File: config.mk
export PLATFORM = sky130hd
export DESIGN_NAME = ca_code_seq
export DESIGN_NICKNAME = d
export VERILOG_FILES = /design/src/rtl/ca_pkg.sv /design/src/rtl/ca_chip_counter.sv /design/src/rtl/ca_code_seq.sv
export SDC_FILE = /design/constraint.sdc
export NUM_CORES = 1
export LEC_CHECK = 0
export ABC_AREA = 0
export CAP_MARGIN = 20
export CORE_UTILIZATION = 39
export DETAILED_ROUTE_END_ITERATION = 7
export PLACE_DENSITY = 0.67
export SYNTH_ARGS = -nofsm -noshare
export SYNTH_HDL_FRONTEND = slang
export SYNTH_SLANG_ARGS = --single-unit
File: constraint.sdc
create_clock -name clk -period 2.1 [get_ports clk]
set_input_delay 0.315 -clock clk [delete_from_list [all_inputs] [get_ports clk]]
set_output_delay 0.315 -clock clk [all_outputs]
set_load 0.01 [all_outputs]
File: src/rtl/ca_pkg.sv
// Shared definitions for the C/A code sequencer: FSM state encoding, epoch
// length, field widths, the tap-pair payload and the PRN -> G2 phase-select
// lookup (IS-GPS-200 table, PRN 1..32).
package ca_pkg;

  localparam int unsigned CA_CHIPS = 1023;  // chips per C/A code epoch
  localparam int unsigned IDX_W    = 10;    // chip index width
  localparam int unsigned PRN_W    = 6;     // PRN select width
  localparam int unsigned TAP_W    = 4;     // G2 tap select width

  typedef enum logic [1:0] {
    ST_IDLE = 2'd0,
    ST_INIT = 2'd1,
    ST_RUN  = 2'd2,
    ST_SLEW = 2'd3
  } state_t;

  typedef struct packed {
    logic [TAP_W-1:0] t0;
    logic [TAP_W-1:0] t1;
  } tap_pair_t;

  // PRN numbers with a defined code
  function automatic logic prn_valid(input logic [PRN_W-1:0] prn);
    return (prn != '0) && (prn <= PRN_W'(32));
  endfunction

  // G2 phase-select tap pair for a PRN; zero for PRNs outside the table
  function automatic tap_pair_t g2_taps(input logic [PRN_W-1:0] prn);
    tap_pair_t tp;
    case (prn)
      6'd1:    tp = {4'd2, 4'd6};
      6'd2:    tp = {4'd3, 4'd7};
      6'd3:    tp = {4'd4, 4'd8};
      6'd4:    tp = {4'd5, 4'd9};
      6'd5:    tp = {4'd1, 4'd9};
      6'd6:    tp = {4'd2, 4'd10};
      6'd7:    tp = {4'd1, 4'd8};
      6'd8:    tp = {4'd2, 4'd9};
      6'd9:    tp = {4'd3, 4'd10};
      6'd10:   tp = {4'd2, 4'd3};
      6'd11:   tp = {4'd3, 4'd4};
      6'd12:   tp = {4'd5, 4'd6};
      6'd13:   tp = {4'd6, 4'd7};
      6'd14:   tp = {4'd7, 4'd8};
      6'd15:   tp = {4'd8, 4'd9};
      6'd16:   tp = {4'd9, 4'd10};
      6'd17:   tp = {4'd1, 4'd4};
      6'd18:   tp = {4'd2, 4'd5};
      6'd19:   tp = {4'd3, 4'd6};
      6'd20:   tp = {4'd4, 4'd7};
      6'd21:   tp = {4'd5, 4'd8};
      6'd22:   tp = {4'd6, 4'd9};
      6'd23:   tp = {4'd1, 4'd3};
      6'd24:   tp = {4'd4, 4'd6};
      6'd25:   tp = {4'd5, 4'd7};
      6'd26:   tp = {4'd6, 4'd8};
      6'd27:   tp = {4'd7, 4'd9};
      6'd28:   tp = {4'd8, 4'd10};
      6'd29:   tp = {4'd1, 4'd6};
      6'd30:   tp = {4'd2, 4'd7};
      6'd31:   tp = {4'd3, 4'd8};
      6'd32:   tp = {4'd4, 4'd9};
      default: tp = '0;
    endcase
    return tp;
  endfunction

endpackage

File: src/rtl/ca_chip_counter.sv
// Chip index counter: tracks which chip the C/A generator presents.
// Ports: clk, rst (sync, active-high), clr (restart at chip 0), adv (one chip
// advance), chip_idx (registered index 0..CHIPS-1), epoch (registered pulse in
// the cycle chip_idx wraps to 0).
module ca_chip_counter
  import ca_pkg::*;
#(
  parameter int unsigned CHIPS = CA_CHIPS
) (
  input  logic             clk,
  input  logic             rst,
  input  logic             clr,
  input  logic             adv,
  output logic [IDX_W-1:0] chip_idx,
  output logic             epoch
);

  logic wrap_c;

  assign wrap_c = (chip_idx == IDX_W'(CHIPS - 1));

  // Index and epoch update together so epoch lines up with the wrapping read
  always_ff @(posedge clk) begin
    if (rst || clr) begin
      chip_idx <= '0;
      epoch    <= 1'b0;
    end else begin
      epoch <= adv && wrap_c;
      if (adv) begin
        chip_idx <= wrap_c ? '0 : chip_idx + IDX_W'(1);
      end
    end
  end

endmodule

File: src/rtl/ca_code_seq.sv
// C/A code sequencer: drives reset, advance strobe and G2 tap selects of an
// external C/A code generator, tracking chip index and epoch.
// Ports: clk, rst (sync, active-high); load/prn_sel restart a PRN;
// chip_tick advances one chip; slew_req/slew_chips advance extra chips;
// gen_rst, gen_rd, gen_t0, gen_t1 to the generator; chip_idx, epoch,
// running, slew_busy, prn_err status. All outputs registered.
// Build option: define CA_CODE_SEQ_SLEW_EN to include the code slew feature;
// without it slew_req is ignored and slew_busy is held low.
module ca_code_seq
  import ca_pkg::*;
#(
  parameter int unsigned CHIPS  = CA_CHIPS,
  parameter int unsigned SLEW_W = 10
) (
  input  logic              clk,
  input  logic              rst,
  input  logic              load,
  input  logic [PRN_W-1:0]  prn_sel,
  input  logic              chip_tick,
  input  logic              slew_req,
  input  logic [SLEW_W-1:0] slew_chips,
  output logic              gen_rst,
  output logic              gen_rd,
  output logic [TAP_W-1:0]  gen_t0,
  output logic [TAP_W-1:0]  gen_t1,
  output logic [IDX_W-1:0]  chip_idx,
  output logic              epoch,
  output logic              running,
  output logic              slew_busy,
  output logic              prn_err
);

  state_t    state;
  logic      adv_c;
  logic      clr_c;
  logic      prn_ok_c;
  tap_pair_t tp_c;

`ifdef CA_CODE_SEQ_SLEW_EN
  logic [SLEW_W-1:0] remaining;
  logic [SLEW_W-1:0] rem_nxt_c;

  // Ticks arriving mid-slew are folded into the outstanding count
  assign rem_nxt_c = remaining - SLEW_W'(adv_c) + SLEW_W'(chip_tick);
`else
  logic unused_slew;

  assign unused_slew = ^{slew_req, slew_chips};
  assign slew_busy   = 1'b0;
`endif

  assign prn_ok_c = prn_valid(prn_sel);
  assign tp_c     = g2_taps(prn_sel);
  assign clr_c    = load && prn_ok_c;

  // Chip advance decision; load and reset always suppress it
  always_comb begin
    adv_c = 1'b0;
    if (!rst && !load) begin
      case (state)
        ST_RUN:  adv_c = chip_tick;
`ifdef CA_CODE_SEQ_SLEW_EN
        ST_SLEW: adv_c = (remaining != '0);
`endif
        default: adv_c = 1'b0;
      endcase
    end
  end

  ca_chip_counter #(
    .CHIPS (CHIPS)
  ) u_counter (
    .clk      (clk),
    .rst      (rst),
    .clr      (clr_c),
    .adv      (adv_c),
    .chip_idx (chip_idx),
    .epoch    (epoch)
  );

  // Sequencer FSM with registered generator controls and status
  always_ff @(posedge clk) begin
    if (rst) begin
      state     <= ST_IDLE;
      gen_rst   <= 1'b1;
      gen_rd    <= 1'b0;
      gen_t0    <= '0;
      gen_t1    <= '0;
      running   <= 1'b0;
      prn_err   <= 1'b0;
`ifdef CA_CODE_SEQ_SLEW_EN
      slew_busy <= 1'b0;
      remaining <= '0;
`endif
    end else begin
      gen_rst <= 1'b0;
      gen_rd  <= adv_c;
      if (load) begin
        running <= 1'b0;
`ifdef CA_CODE_SEQ_SLEW_EN
        slew_busy <= 1'b0;
        remaining <= '0;
`endif
        if (prn_ok_c) begin
          state   <= ST_INIT;
          gen_rst <= 1'b1;
          gen_t0  <= tp_c.t0;
          gen_t1  <= tp_c.t1;
          prn_err <= 1'b0;
        end else begin
          state   <= ST_IDLE;
          prn_err <= 1'b1;
        end
      end else begin
        case (state)
          ST_IDLE: state <= ST_IDLE;
          ST_INIT: begin
            state   <= ST_RUN;
            running <= 1'b1;
          end
          ST_RUN: begin
`ifdef CA_CODE_SEQ_SLEW_EN
            if (slew_req) begin
              state     <= ST_SLEW;
              slew_busy <= 1'b1;
              remaining <= slew_chips;
            end
`endif
          end
`ifdef CA_CODE_SEQ_SLEW_EN
          ST_SLEW: begin
            remaining <= rem_nxt_c;
            if (rem_nxt_c == '0) begin
              state     <= ST_RUN;
              slew_busy <= 1'b0;
            end
          end
`endif
          default: begin
            state   <= ST_IDLE;
            running <= 1'b0;
          end
        endcase
      end
    end
  end

endmodule

==> flow_summary_export.csv, run 1 <==
group,metric,value,unit
run_status,outcome,"completed",
logic_synthesis,synth.largest_area_cell,"dfxtp_1",
logic_synthesis,synth_seq_cells,25,
placement,gp_congestion,0.8825,
logic_synthesis,async_flop_share,0,
placement,post-place-ws,-0.1735,ns
power,power_density,465.0,nW/um^2
placement,placed_cell_area,2053,um^2
clock_tree,tritoncts,"done",
logic_synthesis,synth_top_area_frac,0.3118,
final_layout,area_delta_synth_final,31.33,%
global_route,grt_pass1_wl,6341,um
clock_tree,post-cts-setup-buffers,0,
drt,dr.first_iter.drc_count,45,
clock_tree,cts.sinks,25,
power,leakagePower,0.7850,nW
setup_path,cp_max_fo,4,
sta,skew,0.007099,ns
sta,worst_slack,0.09566,ns
power,swShare,0.2608,
logic_synthesis,synthFlopType,"dfxtp_1",
clock_tree,clk_pin_slew_worst_paths,0.08,ns
power,p_sw,255.7,uW
logic_synthesis,syn_nets,212,
sta,hold_viol_final,0,
clock_tree,cts-htree-levels,1,
setup_path,endpoint_kind,"register",
setup_path,crit_type,"primary input to register",
drt,avgViaCountPerCell,5.392,
global_route,antenna_found_initial,0,
power,p_int,724.7,uW
drt,wire_per_inst,13.37,um
drt,first_pass_iters,4,
logic_synthesis,synth_most_common_cell,"dfxtp_1",
sta,setup_viol,0,
placement,hpwlAfterDp,2851,um
drt,drt_wl_total,3650,um
setup_path,required,2.29,ns
power,vdd_drop_max,0.0004295,V
final_layout,fillCellCount,361,
clock_tree,holdBufCountCts,0,
floorplanning,die_h,66.16,um
final_layout,diodes,0,
logic_synthesis,synth_edf_count,0,
logic_synthesis,synth_area_per_cell,8.724,um^2
sta,period_share,0.9545,
power,sequentialPowerShare,0.502,
setup_path,cp_slowest_stage_delay,0.42,ns
logic_synthesis,synthDistinctLibCells,56,
setup_path,crit_path_start_kind,"primary input",
sta,fmax,498.9,MHz
global_route,grt_max_degree,24,
floorplanning,coreArea,3799,um^2
clock_tree,clk_latency,0.26,ns
setup_path,slowest_stage,"clkdlybuf4s50_1",
floorplanning,die_w,66.16,um
final_layout,fin_util,0.5550,
clock_tree,cts_buffer_depth,2,
setup_path,crit_chain,"clkdlybuf4s50_1 -> inv_1 -> ha_2 -> nor4b_4 -> mux2_4 -> or3_1 -> o2bb2ai_1",
logic_synthesis,synthCells,184,
placement,io_buffers,32,
drt,ant_nets,0,
final_layout,drive_above_1_share,0.1644,
sta,fin_crit,2.004,ns
power,clkPwrFrac,0.279,
floorplanning,initial_utilization,0.4226,
setup_path,worstPathArrival,2.20,ns
power,p_comb_frac,0.219,
job,cap_viol_max_count,0,
drt,vias,1472,
min_path,hold_path.class,"register to register",
final_layout,final_area,2108,um^2
drt,drc,0,
global_route,grt_remaining_overflow,0,
logic_synthesis,yosysSeqAreaShare,0.3118,
global_route,grt_pass1_vias,1376,
logic_synthesis,syn-cell-area,1605,um^2
logic_synthesis,synth_common_cells,"dfxtp_1, nor2_1, inv_1, xnor2_1, nand3_1",
logic_synthesis,ys_warn_count,0,
clock_tree,cts_root_buf,"clkbuf_8",
floorplanning,pin_count,45,
sta,rsz0062_at_grt,"no",
logic_synthesis,synth_area_leaders,"dfxtp_1, xnor2_1, ha_1",
floorplanning,num_rows,22,
final_layout,nets,254,
clock_tree,cts_made_buffers,3,
global_route,grt_usage,0.1880,
sta,drv_slew,0,
floorplanning,dieArea,4376,um^2
## critical path, delay by kind of cell
family	cells	cell delay [ns]
compound gates	1	0.16
fa+ha+maj	1	0.22
buf+inv	2	0.55
mux	1	0.35
simple gates	2	0.60
## flip-flops by register name, indices dropped and copies added (netlist names)
| register | count |
|---|---|
| state | 2 |
| u_counter.epoch | 1 |
| gen_t1 | 4 |
| gen_rst | 1 |
| gen_t0 | 4 |
| running | 1 |
| prn_err | 1 |
| u_counter.chip_idx | 10 |
| gen_rd | 1 |
## per-layer routing
layer | routed length [um] | up-vias | track usage
met5 | 0 | - | 0
met4 | 55 | 0 | 0.05851
met3 | 178 | 6 | 0.03793
met2 | 1650 | 44 | 0.3023
met1 | 1766 | 692 | 0.2505
li1 | - | 730 | -
## power groups by stage
stage | Sequential, mW | Clock (mW) | Combinational [mW]
2_1_floorplan | 0.507 | 0 | 0.123
3_3_place_gp | 0.503 | 0 | 0.205
3_5_place_dp | 0.503 | 0 | 0.211
4_1_cts | 0.492 | 0.291 | 0.212
5_1_grt | 0.494 | 0.314 | 0.235
6_report | 0.492 | 0.274 | 0.215
## final cells by class
class / count / area, um^2 / share of cell area
Inverter: 15 / 56.30 / 0.02671
Tap cell: 48 / 60.06 / 0.02849
Clock buffer: 3 / 41.29 / 0.01958
Timing Repair Buffer: 50 / 455.4 / 0.2160
Clock inverter: 1 / 5.005 / 0.002374
Multi-Input combinational cell: 131 / 989.7 / 0.4694
Sequential cell: 25 / 500.5 / 0.2374
## cell usage in the layout, fill, tap and decap left out, drive strengths merged, types with 2 or more instances in the layout
cell	Yosys	layout
nand2	5	5
o211ai	5	5
inv	15	15
nor2	19	19
clkdlybuf4s50	0	32
nor3	7	7
and3b	2	2
nand3	9	9
a211oi	5	5
nor2b	5	5
and4	2	2
nor4	2	2
xor2	3	3
ha	7	7
mux2i	2	2
o21ai	4	4
a32o	2	2
buf	7	18
a21oi	5	5
nand4	2	2
clkbuf	6	3
o2bb2ai	3	3
dfxtp	25	25
nand2b	3	3
mux2	2	2
a221oi	2	2
and3	2	2
xnor2	11	11
nor4b	2	2
o31ai	2	2
## repair_timing
item / CTS / global route
hold endpoints to repair: 0 / 0
setup endpoints to repair: 0 / 3
resized for setup: 0 / 2
## worst paths after layout
kind	slack [ns]	depth (start not counted)	from	endpoint
worst max-delay path	0.1	7	prn_sel[1]	gen_t1[2]
worst min-delay path	0.48	1	gen_t0[1]	gen_t0[1]
worst max register to register	0.47	4	state[0]	u_counter.chip_idx[7]
worst min register to register	0.48	1	gen_t0[1]	gen_t0[1]
## per-stage QoR
stage	power (mW)	cells	TNS, ns	hold slack (ns)
3_3_place_gp	0.7079	269	-2.213	0.4551
2_1_floorplan	0.6301	184	0	0.4898
5_1_grt	1.043	273	0	0.4997
4_1_cts	0.9947	273	0	0.4741
3_5_place_dp	0.7139	269	-2.729	0.4523
6_report	0.9804	273	0	0.4769
## kinds of logic (layout without fill, tap and decap cells)
kind of cell / count (synthesis) / in the layout / share of synthesized area
simple gates: 67 / 67 / 0.2549
fa+ha+maj: 7 / 7 / 0.05456
mux: 5 / 5 / 0.04286
buf+inv: 28 / 69 / 0.07716
other cells: 1 / 1 / 0.002336
xor+xnor: 14 / 14 / 0.07638
compound gates: 37 / 37 / 0.1801
flops: 25 / 25 / 0.3118
No activity file was read; power rests on OpenSTA's default activity.
==> inputs of run 2 (changes only) <==
==> constraint.sdc (replaced) <==
create_clock -name clk -period 2.28 [get_ports clk]
set_input_delay 0.342 -clock clk [delete_from_list [all_inputs] [get_ports clk]]
set_output_delay 0.342 -clock clk [all_outputs]
set_load 0.01 [all_outputs]
==> run 2 against run 1 <==
Global-route usage fell by 0.75 points. Sequential cell count did not move. Sequential power fell by 7.9%. Non-clock buffer count fell by 5. Design area fell by 2.2%. Utilization fell by 1.2 points. Die area did not move. First-iteration DRC count rose by 110%. Wire length rose by 0.85%. Count of clock-buffer cells in the layout did not move. Sequential share of layout area rose by 0.53 points. Critical endpoint unchanged.
==> flow_summary_export.csv, run 2 (synthesis results as in run 1) <==
group,metric,value,unit
clock_tree,tritoncts,"done",
sta,skew,0.005425,ns
final_layout,final_cells,268,
placement,gp_congestion,0.8516,
power,power_density,435.6,nW/um^2
clock_tree,cts_made_buffers,3,
global_route,grt_remaining_overflow,0,
drt,drt_wl_total,3681,um
sta,fmax,501.9,MHz
final_layout,drive_above_1_share,0.1364,
final_layout,largest_register_ffs,10,
drt,ant_nets,0,
final_layout,top_regs,"u_counter.chip_idx x10, gen_t0 x4, gen_t1 x4",
sta,hold_viol_final,0,
final_layout,regMostFlops,"u_counter.chip_idx",
power,vdd_drop_max,0.0003328,V
drt,drc,0,
final_layout,diodes,0,
final_layout,final_common_cell,"clkdlybuf4s50_1",
floorplanning,num_rows,22,
floorplanning,die_h,66.16,um
clock_tree,holdBufCountCts,0,
placement,post-place-ws,0.001901,ns
sta,rsz0062_at_grt,"no",
sta,period_share,0.8739,
min_path,hold_path.class,"register to register",
setup_path,worstPathArrival,2.19,ns
global_route,grt_pass1_wl,6161,um
placement,hpwlAfterDp,2791,um
global_route,grt_pass1_vias,1371,
clock_tree,cts-htree-levels,1,
global_route,grt_max_degree,25,
placement,io_buffers,32,
final_layout,area_delta_synth_final,28.45,%
final_layout,fillCellCount,349,
drt,avgViaCountPerCell,5.429,
power,leakagePower,0.7621,nW
drt,vias,1455,
drt,first_pass_iters,4,
clock_tree,cts_buffer_depth,2,
floorplanning,initial_utilization,0.4226,
drt,dr.first_iter.drc_count,95,
clock_tree,cts.sinks,25,
clock_tree,clk_pin_slew_worst_paths,0.09,ns
setup_path,cpLargestDelayFamily,"simple AND/OR/NAND/NOR gates",
final_layout,final_cell_mix,"clkdlybuf4s50_1, dfxtp_1, nor2_1",
floorplanning,dieArea,4376,um^2
power,power.total,898.2,uW
sta,drv_slew,0,
setup_path,slowest_stage,"clkdlybuf4s50_1",
setup_path,crit_chain,"clkdlybuf4s50_1 -> inv_1 -> ha_1 -> nor4b_4 -> mux2_4 -> or3_1 -> o2bb2ai_1",
job,cap_viol_max_count,0,
clock_tree,cts_root_buf,"clkbuf_8",
drt,wire_per_inst,13.74,um
sta,fin_crit,1.992,ns
setup_path,crit_type,"primary input to register",
clock_tree,cts_resized,0,
setup_path,path_buf_inv,2,
setup_path,crit_path_start_kind,"primary input",
setup_path,cp_slowest_stage_delay,0.42,ns
floorplanning,die_w,66.16,um
sta,setup_tns,0,ns
setup_path,endpoint_kind,"register",
placement,place_inst,264,
floorplanning,pin_count,45,
run_status,outcome,"completed",
sta,worst_slack,0.2875,ns
clock_tree,post-cts-setup-buffers,0,
setup_path,cp_max_fo,3,
floorplanning,coreArea,3799,um^2
sta,setup_viol,0,
clock_tree,clk_latency,0.27,ns
global_route,antenna_found_initial,0,
global_route,grt_usage,0.1805,
final_layout,nets,249,
setup_path,required,2.48,ns
run 2: cell types whose count changed in the layout (fill, tap and decap cells not counted), sizes merged:
| cell | delta |
|---|---|
| buf | -5 |
run 2: per-stage QoR:
step | hold WS, ns | util | area (um^2)
floorplan | 0.4898 | - | 1605
global placement | 0.4556 | 0.5306 | 2016
detailed placement | 0.4651 | 0.5306 | 2016
CTS | 0.4800 | 0.5428 | 2062
global route | 0.4985 | 0.5428 | 2062
finish | 0.4731 | 0.5428 | 2062
run 2: worst paths after layout:
check	start	end	slack, ns	cells past startpoint
hold reg to reg	gen_t0[2]	gen_t0[2]	0.47	2
setup reg to reg	u_counter.chip_idx[1]	u_counter.chip_idx[1]	0.68	5
hold / removal	gen_t0[2]	gen_t0[2]	0.47	2
setup / recovery	prn_sel[0]	gen_t1[2]	0.29	7
run 2: worst min-delay path, cell delays in order (launching register included):
cell	delay, ns
dfxtp_1	0.32
inv_1	0.05
a221oi_1	0.06
run 2: area by class of cell:
type / instances / area (um^2) / share of cell area
Inverter: 15 / 56.30 / 0.02731
Timing Repair Buffer: 45 / 417.9 / 0.2027
Clock inverter: 1 / 5.005 / 0.002427
Tap cell: 48 / 60.06 / 0.02913
Sequential cell: 25 / 500.5 / 0.2427
Multi-Input combinational cell: 131 / 980.9 / 0.4757
Clock buffer: 3 / 41.29 / 0.02002
run 2: power breakdown:
group | internal (mW) | switching (mW) | total [mW]
sequential | 0.447 | 0.00647 | 0.453
combinational | 0.0918 | 0.0973 | 0.189
clock | 0.122 | 0.134 | 0.256
total | 0.660 | 0.238 | 0.898
run 2: metal layers:
metal  vias up  wire length [um]  global-route usage
met3         4               187             0.03448
met1       685              1749              0.2392
met2        43              1706              0.2997
met5         -                 0                   0
li1        723                 -                   -
met4         0                38             0.04255
==> inputs of run 3 (changes only) <==
--- a/config.mk
+++ b/config.mk
@@ -8,8 +8,10 @@
 export ABC_AREA = 0
 export CAP_MARGIN = 20
 export CORE_UTILIZATION = 39
+export CTS_CLUSTER_SIZE = 30
 export DETAILED_ROUTE_END_ITERATION = 7
 export PLACE_DENSITY = 0.67
 export SYNTH_ARGS = -nofsm -noshare
 export SYNTH_HDL_FRONTEND = slang
+export SYNTH_HIERARCHICAL = 1
 export SYNTH_SLANG_ARGS = --single-unit
==> run 3 against run 2 <==
Clock power is essentially flat. Worst hold slack lost 0.013 ns. Via count grew 1.1%. Combinational power is 7% higher. Global-route usage fell by 0.72 points. Sequential share of layout area down 1.1 points. Die area increased by 0.61%.
==> flow_summary_export.csv, run 3 <==
group,metric,value,unit
run_status,outcome,"completed",
setup_path,required,2.44,ns
logic_synthesis,ys_warn_count,6,
placement,gp_congestion,0.7976,
drt,vias,1471,
sta,fin_crit,2.072,ns
clock_tree,cts_resized,0,
power,p_comb_frac,0.222,
clock_tree,clk_pin_slew_worst_paths,0.08,ns
logic_synthesis,synth_seq_cells,25,
min_path,hold_path.class,"register to register",
logic_synthesis,synth_area_per_cell,8.974,um^2
power,p_sw,232.8,uW
logic_synthesis,synthDistinctLibCells,50,
logic_synthesis,synthFlopType,"dfxtp_1",
final_layout,nets,263,
logic_synthesis,async_flop_share,0,
placement,post-place-ws,-0.09647,ns
floorplanning,num_rows,23,
logic_synthesis,synth_top_area_frac,0.3098,
global_route,grt_pass1_wl,5934,um
sta,drv_slew,0,
global_route,grt_max_degree,22,
floorplanning,die_h,66.36,um
sta,fmax,482.7,MHz
sta,rsz0062_at_grt,"no",
logic_synthesis,synth_common_cells,"dfxtp_1, nor2_1, nand2_1",
logic_synthesis,synth_edf_count,0,
final_layout,final_common_cell,"clkdlybuf4s50_1",
clock_tree,post-cts-setup-buffers,0,
final_layout,fillCellCount,389,
logic_synthesis,syn_nets,211,
drt,first_pass_iters,4,
sta,skew,0.001815,ns
setup_path,reg2reg_depth,5,
logic_synthesis,syn-cell-area,1615,um^2
sta,worst_slack,0.2082,ns
clock_tree,cts-htree-levels,1,
logic_synthesis,synthCells,180,
sta,setup_viol,0,
sta,worst_hold_slack,0.4597,ns
setup_path,crit_type,"primary input to register",
placement,hpwlAfterDp,2651,um
power,power.total,910.6,uW
logic_synthesis,synth_area_leaders,"dfxtp_1, ha_1, mux2i_1",
drt,dr.first_iter.drc_count,38,
final_layout,top_regs,"u_counter/chip_idx x10, gen_t0 x4, gen_t1 x4",
clock_tree,cts_root_buf,"clkbuf_8",
setup_path,cp_max_fo,3,
final_layout,final_cell_mix,"clkdlybuf4s50_1, dfxtp_1, buf_4",
clock_tree,clk_latency,0.26,ns
power,swShare,0.2557,
sta,worst_pin_slew,0.5019,ns
final_layout,fin_util,0.5396,
placement,io_buffers,32,
setup_path,endpoint_kind,"register",
clock_tree,cts_made_buffers,3,
final_layout,drive_above_1_share,0.1948,
floorplanning,initial_utilization,0.4038,
power,clkPwrFrac,0.280,
sta,slew_headroom,0.6654,
floorplanning,die_w,66.36,um
final_layout,diodes,0,
final_layout,largest_register_ffs,10,
floorplanning,dieArea,4403,um^2
final_layout,final_area,2158,um^2
logic_synthesis,yosysSeqAreaShare,0.3098,
sta,period_share,0.9087,
power,vdd_drop_max,0.0002844,V
floorplanning,pin_count,45,
global_route,grt_usage,0.1732,
placement,placed_cell_area,2110,um^2
clock_tree,cts_buffer_depth,2,
final_layout,regArea,500.5,um^2
setup_path,worstPathArrival,2.23,ns
global_route,antenna_found_initial,0,
power,power_density,421.9,nW/um^2
power,sequentialPowerShare,0.498,
drt,drc,0,
clock_tree,tritoncts,"done",
drt,avgViaCountPerCell,5.235,
job,cap_viol_max_count,0,
sta,hold_viol_final,0,
min_path,hold_depth,2,
logic_synthesis,synth_most_common_cell,"dfxtp_1",
final_layout,multi_input_area,1018,um^2
power,p_int,677.8,uW
floorplanning,coreArea,4000,um^2
logic_synthesis,synth.largest_area_cell,"dfxtp_1",
drt,drt_wl_total,3489,um
clock_tree,cts.sinks,25,
clock_tree,holdBufCountCts,0,
drt,ant_nets,0,
global_route,grt_remaining_overflow,0,
global_route,grt_pass1_vias,1363,
final_layout,area_delta_synth_final,33.62,%
power,leakagePower,0.8160,nW
setup_path,crit_path_start_kind,"primary input",
drt,wire_per_inst,12.42,um
final_layout,regMostFlops,"u_counter/chip_idx",
## run 3: metrics by stage
| step | TNS [ns] | std cells |
|---|---|---|
| finish | 0 | 281 |
| global route | 0 | 281 |
| CTS | 0 | 281 |
| detailed placement | -0.1794 | 277 |
| global placement | -0.1394 | 277 |
| floorplan | 0 | 180 |
## run 3: logic make-up (layout without fill, tap and decap cells)
kind of cell | after synthesis | after routing | synth area share
XOR/XNOR | 6 | 6 | 0.03253
multiplexers | 12 | 12 | 0.09217
adder cells (fa/ha/maj) | 10 | 10 | 0.07746
flip-flops | 25 | 25 | 0.3098
other | 1 | 1 | 0.002322
AO/OA/AOI/OAI | 40 | 40 | 0.1712
AND/OR/NAND/NOR | 70 | 70 | 0.2533
buffers and inverters | 16 | 67 | 0.06118
## run 3: worst paths after layout
kind,startpoint,end,slack [ns]
worst min register to register,gen_t0[3],gen_t0[3],0.46
worst max-delay path,prn_sel[0],gen_t1[2],0.21
worst min-delay path,gen_t0[3],gen_t0[3],0.46
worst max register to register,state[0],u_counter/chip_idx[1],0.48
## run 3: area by class of cell
type / instances / area share
tap: 50 / 0.02899
timing repair buffer: 57 / 0.2354
multi-input combinational: 139 / 0.4719
sequential: 25 / 0.2319
clock buffer: 3 / 0.01913
inverter: 6 / 0.01043
clock inverter: 1 / 0.002319
## run 3: metal layers
layer | vias to the layer above | part of all wire | GRT usage
li1 | 753 | - | -
met1 | 672 | 0.49 | 0.2346
met2 | 40 | 0.45 | 0.2832
met3 | 6 | 0.044 | 0.03276
met4 | 0 | 0.011 | 0.03723
met5 | - | 0 | 0
## run 3: power groups by stage
stage | combinational [mW] | sequential [mW] | clock, mW
floorplan | 0.112 | 0.469 | 0
global placement | 0.201 | 0.464 | 0
detailed placement | 0.203 | 0.464 | 0
CTS | 0.204 | 0.454 | 0.269
global route | 0.223 | 0.456 | 0.283
finish | 0.202 | 0.454 | 0.255
## run 3: worst max-delay path: stages
cell and delay (ns):
clkdlybuf4s50_1 0.47, inv_1 0.06, buf_4 0.13, ha_1 0.32, mux2_2 0.27, mux4_2 0.45
a22oi_1 0.14, nor2_1 0.05
